`src/rtl/fft_wr_addr_generator.sv`:
```
// Write-back address generator for one radix-2 FFT stage: takes butterfly result
// pairs and writes top/bottom samples to their in-place memory addresses.
module fft_wr_addr_generator #(
  parameter int N      = 16,
  parameter int SIZE   = 4,
  parameter int DATA_W = 32
) (
  input  logic              clk,
  input  logic              rst,
  input  logic              start_stage,
  input  logic [2:0]        stage,
  input  logic              in_valid,
  input  logic [DATA_W-1:0] in_top,
  input  logic [DATA_W-1:0] in_bot,
  output logic              in_ready,
  output logic              en_wr,
  output logic [SIZE-1:0]   wr_ptr,
  output logic [DATA_W-1:0] wr_data,
  output logic              done_stage
);

  localparam int KW = SIZE - 1;
  localparam logic [KW-1:0] K_LAST = KW'(N / 2 - 1);

  typedef enum logic [2:0] {IDLE, WAIT, WR_TOP, WR_BOT, DONE} state_t;

  state_t              state_reg, state_next;
  logic [KW-1:0]       k_reg, k_next;
  logic [2:0]          s_reg, s_next;
  logic [DATA_W-1:0]   bot_cap_reg, bot_cap_next;
  logic                en_wr_reg, en_wr_next;
  logic [SIZE-1:0]     wr_ptr_reg, wr_ptr_next;
  logic [DATA_W-1:0]   wr_data_reg, wr_data_next;
  logic                handshake;

  // Insert a zero at bit position s of k: the upper element of butterfly k.
  function automatic logic [SIZE-1:0] top_addr(input logic [KW-1:0] k, input logic [2:0] s);
    logic [SIZE-1:0] kx;
    logic [SIZE-1:0] span;
    kx   = {1'b0, k};
    span = SIZE'(1) << s;
    return ((kx >> s) << ({1'b0, s} + 4'd1)) | (kx & (span - SIZE'(1)));
  endfunction

  function automatic logic [SIZE-1:0] bot_addr(input logic [KW-1:0] k, input logic [2:0] s);
    return top_addr(k, s) | (SIZE'(1) << s);
  endfunction

  assign in_ready   = (state_reg == WAIT) || ((state_reg == WR_BOT) && (k_reg != K_LAST));
  assign handshake  = in_valid && in_ready;
  assign done_stage = (state_reg == DONE);
  assign en_wr      = en_wr_reg;
  assign wr_ptr     = wr_ptr_reg;
  assign wr_data    = wr_data_reg;

  always_ff @(posedge clk or posedge rst) begin
    if (rst) begin
      state_reg   <= IDLE;
      k_reg       <= '0;
      s_reg       <= '0;
      bot_cap_reg <= '0;
      en_wr_reg   <= 1'b0;
      wr_ptr_reg  <= '0;
      wr_data_reg <= '0;
    end else begin
      state_reg   <= state_next;
      k_reg       <= k_next;
      s_reg       <= s_next;
      bot_cap_reg <= bot_cap_next;
      en_wr_reg   <= en_wr_next;
      wr_ptr_reg  <= wr_ptr_next;
      wr_data_reg <= wr_data_next;
    end
  end

  always_comb begin
    state_next   = state_reg;
    k_next       = k_reg;
    s_next       = s_reg;
    bot_cap_next = bot_cap_reg;
    en_wr_next   = 1'b0;
    wr_ptr_next  = wr_ptr_reg;
    wr_data_next = wr_data_reg;

    case (state_reg)
      IDLE: begin
        if (start_stage) begin
          state_next = WAIT;
          k_next     = '0;
          if (int'(stage) > SIZE - 1) s_next = 3'(SIZE - 1);
          else                        s_next = stage;
        end
      end
      WAIT: begin
        if (handshake) begin
          state_next   = WR_TOP;
          en_wr_next   = 1'b1;
          wr_ptr_next  = top_addr(k_reg, s_reg);
          wr_data_next = in_top;
          bot_cap_next = in_bot;
        end
      end
      WR_TOP: begin
        state_next   = WR_BOT;
        en_wr_next   = 1'b1;
        wr_ptr_next  = bot_addr(k_reg, s_reg);
        wr_data_next = bot_cap_reg;
      end
      WR_BOT: begin
        k_next = k_reg + KW'(1);
        if (k_reg == K_LAST) begin
          state_next = DONE;
        end else if (handshake) begin
          // Next pair's top write overlaps this exit so pairs stream every 2 cycles.
          state_next   = WR_TOP;
          en_wr_next   = 1'b1;
          wr_ptr_next  = top_addr(k_reg + KW'(1), s_reg);
          wr_data_next = in_top;
          bot_cap_next = in_bot;
        end else begin
          state_next = WAIT;
        end
      end
      DONE: begin
        state_next = IDLE;
      end
      default: begin
        state_next = IDLE;
      end
    endcase
  end

endmodule

```
`config.mk`:
```
export PLATFORM = sky130hd
export DESIGN_NAME = fft_wr_addr_generator
export DESIGN_NICKNAME = d
export VERILOG_FILES = /design/src/rtl/fft_wr_addr_generator.sv
export SDC_FILE = /design/constraint.sdc
export NUM_CORES = 1
export LEC_CHECK = 0
export CORE_MARGIN = 4
export CORE_UTILIZATION = 47
export CTS_CLUSTER_DIAMETER = 60
export DETAILED_ROUTE_END_ITERATION = 6
export GPL_TIMING_DRIVEN = 0
export PLACE_DENSITY = 0.8
export SLEW_MARGIN = 20
export SYNTH_ARGS = -nofsm -noshare
export SYNTH_HDL_FRONTEND = slang
export SYNTH_SLANG_ARGS = --single-unit
```
`constraint.sdc`:
```
create_clock -name clk -period 3.5 [get_ports clk]
set_input_delay 0.7 -clock clk [delete_from_list [all_inputs] [get_ports clk]]
set_output_delay 0.7 -clock clk [all_outputs]
set_load 0.02 [all_outputs]
```
### Word-level counts from Yosys, hierarchy flattened

Index checks and enable logic that the tools add are counted.
W data, S select, Z words.

* bits in latches: 0
* ROM bits: 0
* word-level logic and storage cells: 65
* RAM bits: 0
* output and inout bits: 39
* input port bits: 71
* bits in registers: 78
* memories kept: 0

* mux-type cells: 21
* divide/modulo/power cells: 0
* reduce and logical (&&, ||, !) cells: 13
* order comparisons: 1
* $mul: 0
* shifts and indexed selects: 5
* equal/unequal tests: 10
* $add $sub $neg: 3
* bitwise operators: 5

Operator list (count)
* $mux W32: 4
* $pmux W32 S3: 1
* $pmux W32 S2: 1
* $mux W3: 5
* $mux W4: 3
* $or A4 B4 Y4: 3
* $pmux W3 S4: 1
* $pmux W4 S3: 1
* $reduce_and A2 Y1: 5
* $and A3 B4 Y4: 2
* $ne A2 B2 Y1 const B: 4
* $shl A4 B4 Y4: 2
* $shr A3 B3 Y4: 2
* $eq A3 B2 Y1 const B: 2
* $eq A3 B3 Y1 const B: 2
* $pmux W3 S2: 1
* $add A3 B1 Y4 const B: 1
* $reduce_and A4 Y1: 1
* $reduce_bool A2 Y1: 2
* $shl A1 B3 Y4 const A: 1
* $sub A4 B1 Y4 const B: 1
* $add A3 B1 Y3 const B: 1
* $eq A3 B1 Y1 const B: 1
* $gt A3 B2 Y1 const B: 1
* 8 further kinds: 10

### Longest topological paths before layout

* word-level depth: 7
* mapped depth: 9
* mapped depth without buffers: 8

### Worst setup path before layout

Ideal clock, no wire load.

* path type: flip-flop to output port
* from: register k_reg[0]
* to: output in_ready
* arrival time: 1.417 ns
* slack: 1.383 ns
* path buffers: 0
* cell stages (with the launch flop): 5
* data required time: 2.800 ns
* cell sequence: dfrtp_1 -> ha_1 -> ha_1 -> nand2_1 -> nor3b_1

* cells in the longest elaborated chain, start to end: 3

Ends and longest elaborated chain
* start, declared: line 28 `logic [KW-1:0] k_reg, k_next;`
* start signal, assigned: line 67 `k_reg <= k_next;`
* $ne A3 B3 Y1: line 49 `assign in_ready = (state_reg == WAIT) || ((state_reg == WR_BOT) && (k_reg != K_LAST));`
* $logic_and A1 B1 Y1: line 49
* $logic_or A1 B1 Y1: line 49
* end, declared: line 15 `output logic in_ready,`

Every way passes these cells.

### Worst setup path in the final report

Same ends and word-level chain as after synthesis.

==> results.py <==
metrics = {
    "routing": {
        "via_per_inst": 5.26,
        "route.final.wire_length_mm": 9.01,
        "1st_pass_router_iterations": 4,
        "wl_per_cell_um": 16.8,
        "vias": 2815,
        "drt_iter0_drc": 70,
        "detail-route-antenna-nets": 0,
        "drc": 0,
    },
    "timing": {
        "setup_viol_count_final": 0,
        "finalMaxSlewViolations": 0,
        "setup_tns_ps": 0,
        "max_freq_ghz": 0.353,
        "slew_headroom_pct": 59.4,
        "finalClockSkew_ps": 12.5,
        "finalHoldViolCount": 0,
        "least_margin_pin_slew_ps": 608,
        "fin_crit_ps": 2830,
        "final_critical_path_setup_slack_ps": 667,
        "period_share_pct": 80.9,
        "rsz0062_at_grt": "no",
    },
    "logic_synthesis": {
        "synth_top_family_by_area": "multiplexers",
        "xor_xnor_fraction_of_synth_area_pct": 0.710,
        "syn-cell-area_um2": 3700,
        "synth_async_sr_flop_share_pct": 100,
        "synth-main-ff-cell": "dfrtp_1",
        "synth_warnings": 0,
        "net_count_after_synthesis": 386,
        "post_synth_and_or_nand_nor_area_fraction_pct": 9.51,
        "synthCells": 307,
        "synthesis.area_per_instance_um2": 12.0,
        "synth_enable_flop_cells": 0,
        "synth_compound_area_share_pct": 9.47,
        "netlist-cell-type-count": 44,
        "synth_adder_area_share_pct": 2.71,
        "yosys_register_bits": 78,
        "synth.mux.area_fraction_pct": 19.8,
        "yosysSeqAreaShare_pct": 52.8,
    },
    "power_and_ir_drop": {
        "vdd_drop_max_mv": 0.402,
        "leakage_power_of_the_design_nw": 2.16,
        "combinationalPowerShare_pct": 49.5,
        "internal_power_w": 0.00289,
        "power.share.clock_pct": 16.3,
        "post-layout-total-power_w": 0.00462,
        "p_sw_w": 0.00173,
        "seq_power_share_pct": 34.2,
        "power.share.switching_pct": 37.5,
        "powerDensity_nw_per_um2": 894,
    },
    "cts": {
        "clock_pin_slew_worst_setup_and_hold_paths_ps": 80,
        "post-cts-setup-buffer-count": 0,
        "clock-root-buffer": "clkbuf_8",
        "clock_path_buffers": 2,
        "clock_sinks": 78,
        "clock_latency_on_the_worst_skew_pair_ps": 350,
        "cts_tree": "yes",
        "post_cts_hold_buffer_count": 0,
        "cts_max_level": 3,
        "cts.repair.resized": 0,
        "cts-buffers-inserted": 9,
    },
    "setup_path": {
        "timing_worst_setup_path_type": "reg -> out",
        "timing.critical_path.arrival_ps": 2130,
        "crit_path_start_kind": "flip-flop",
        "worst_ep_required_time_ps": 2800,
        "category_of_the_worst_setup_path_capture_point": "primary output",
        "worst-path-max-fanout": 6,
    },
    "floorplan": {
        "rows": 32,
        "start_util_pct": 48.1,
        "die_x_um": 96.7,
        "dieHeight_um": 96.7,
        "core_box_area_um2": 7690,
        "die_area_um2": 9350,
        "boundaryPins": 110,
    },
    "grt": {
        "largest_net_degree_at_the_start_of_global_routing": 42,
        "grt.total_usage_pct": 19.8,
        "antenna_violations_before_repair": 0,
        "number_of_global_route_vias_before_repair": 2937,
        "gr-total-overflow": 0,
        "grt_first_pass_wirelength_mm": 15.0,
    },
    "cells_and_area": {
        "num-nets-final": 507,
        "n_antenna_cell": 0,
        "ff_latch_area_um2": 1950,
        "utilization_pct": 67.2,
        "layout-drive-gt1-share_pct": 17.6,
        "multi_input_comb_area_um2": 1570,
        "stdcell_area_um2": 5170,
        "flow.area_growth_from_synthesis_pct": 39.7,
        "fill_cell_instance_count_of_the_final_layout": 612,
    },
    "placed_design": {
        "dpl-instance-area_um2": 4940,
        "gp_congestion": 0.946,
        "hpwlAfterDp_mm": 6.51,
        "place_ws_ps": 813,
        "io_buffers": 109,
    },
    "job": {
        "max_cap_violations": 0,
    },
    "min_path": {
        "hold_class": "reg -> reg",
    },
    "outcome": {
        "result_of_the_run": "finished clean",
    },
}
area by class of cell:
type,instances,share of cell area (%)
plain buffers,18,3.27
clock buffers,11,2.74
clock inverters,5,1.57
flip-flops and latches,78,37.8
well taps,102,2.47
multi-input cells,206,30.3
repair buffers,110,21.5
inverters,5,0.412
cells in the final DEF, fill, tap and decap left out, types with 2 or more instances in the layout:
cell type and count:
nor3b_1 2, buf_6 10, ha_1 8, clkdlybuf4s50_1 109, and2_2 2, nor3_1 3, mux2i_1 34, inv_1 4
a21oi_1 33, or4bb_1 2, xnor2_1 2, or3_1 2, a211oi_1 3, mux2_4 5, clkbuf_1 3, a31oi_1 2
clkbuf_8 11, o21ai_0 6, bufinv_16 2, nand2_1 9, nor2_1 41, a22o_2 2, dfrtp_1 78, and3_1 3
buf_2 4, mux2_2 28
per-layer routing:
metal / vias to the layer above / track usage [%] / wire length, um
met5: - / 0 / 0
met1: 1374 / 25.7 / 3890
met3: 16 / 3.82 / 444
met2: 94 / 32.2 / 4480
li1: 1331 / - / -
met4: 0 / 8.64 / 200
through the flow:
stage | cells | hold WS [ps]
after detailed placement | 519 | 495
after floorplan | 307 | 479
after CTS | 535 | 513
final | 535 | 510
after global routing | 535 | 524
after global placement | 518 | 486
Yosys cell counts (2+ instances only):
cell type | count | area [um2]
or3_1 | 2 | 12.5
clkbuf_1 | 2 | 7.51
mux2_4 | 5 | 75.1
dfrtp_1 | 78 | 1950
xnor2_1 | 2 | 17.5
nor3_1 | 3 | 15.0
mux2_2 | 28 | 315
a211oi_1 | 3 | 22.5
and3_1 | 3 | 18.8
or4bb_1 | 2 | 22.5
nor3b_1 | 2 | 15.0
nor2_1 | 41 | 154
a22o_2 | 2 | 20.0
o21ai_0 | 6 | 30.0
and2_2 | 2 | 15.0
a31oi_1 | 2 | 12.5
ha_1 | 8 | 100
inv_1 | 5 | 18.8
mux2i_1 | 34 | 340
buf_2 | 4 | 20.0
buf_6 | 10 | 113
nand2_1 | 9 | 33.8
a21oi_1 | 33 | 165
path summary, 6_finish.rpt:
check                      slack (ps)  depth (start not counted)                  startpoint                         end
max                               670                          5        k_reg[0]$_DFFE_PP0P_                    in_ready
min reg2reg                       510                          1  bot_cap_reg[4]$_DFFE_PP0P_  bot_cap_reg[4]$_DFFE_PP0P_
min                               510                          1  bot_cap_reg[4]$_DFFE_PP0P_  bot_cap_reg[4]$_DFFE_PP0P_
min in group asynchronous         730                          2                         rst  bot_cap_reg[8]$_DFFE_PP0P_
max reg2reg                      1150                          6        k_reg[0]$_DFFE_PP0P_     wr_data[18]$_DFFE_PP0P_
max in group asynchronous        2190                          3                         rst     wr_data[24]$_DFFE_PP0P_
critical path: stages, from the launching register on:
cell and delay (ps):
dfrtp_1 440, ha_1 220, ha_1 210, nand2_1 80, nor3b_1 200, clkdlybuf4s50_1 640
cell families (layout without fill, tap and decap cells):
logic type               count (synthesis)  count (layout)
AO/OA/AOI/OAI                           56              56
XOR/XNOR                                 3               3
adder cells (fa/ha/maj)                  8               8
buffers and inverters                   23             149
flip-flops                              78              78
multiplexers                            67              67
AND/OR/NAND/NOR                         72              72
power by group through the flow:
stage	Sequential, W	Combinational (W)	Clock [W]
3_5_place_dp	0.00159	0.00229	0
2_1_floorplan	0.00181	0.00121	0
5_1_grt	0.00164	0.00247	0.000807
3_3_place_gp	0.00157	0.00224	0
4_1_cts	0.00158	0.00231	0.000770
6_report	0.00158	0.00229	0.000755
Power figures use the tool's default switching activity.
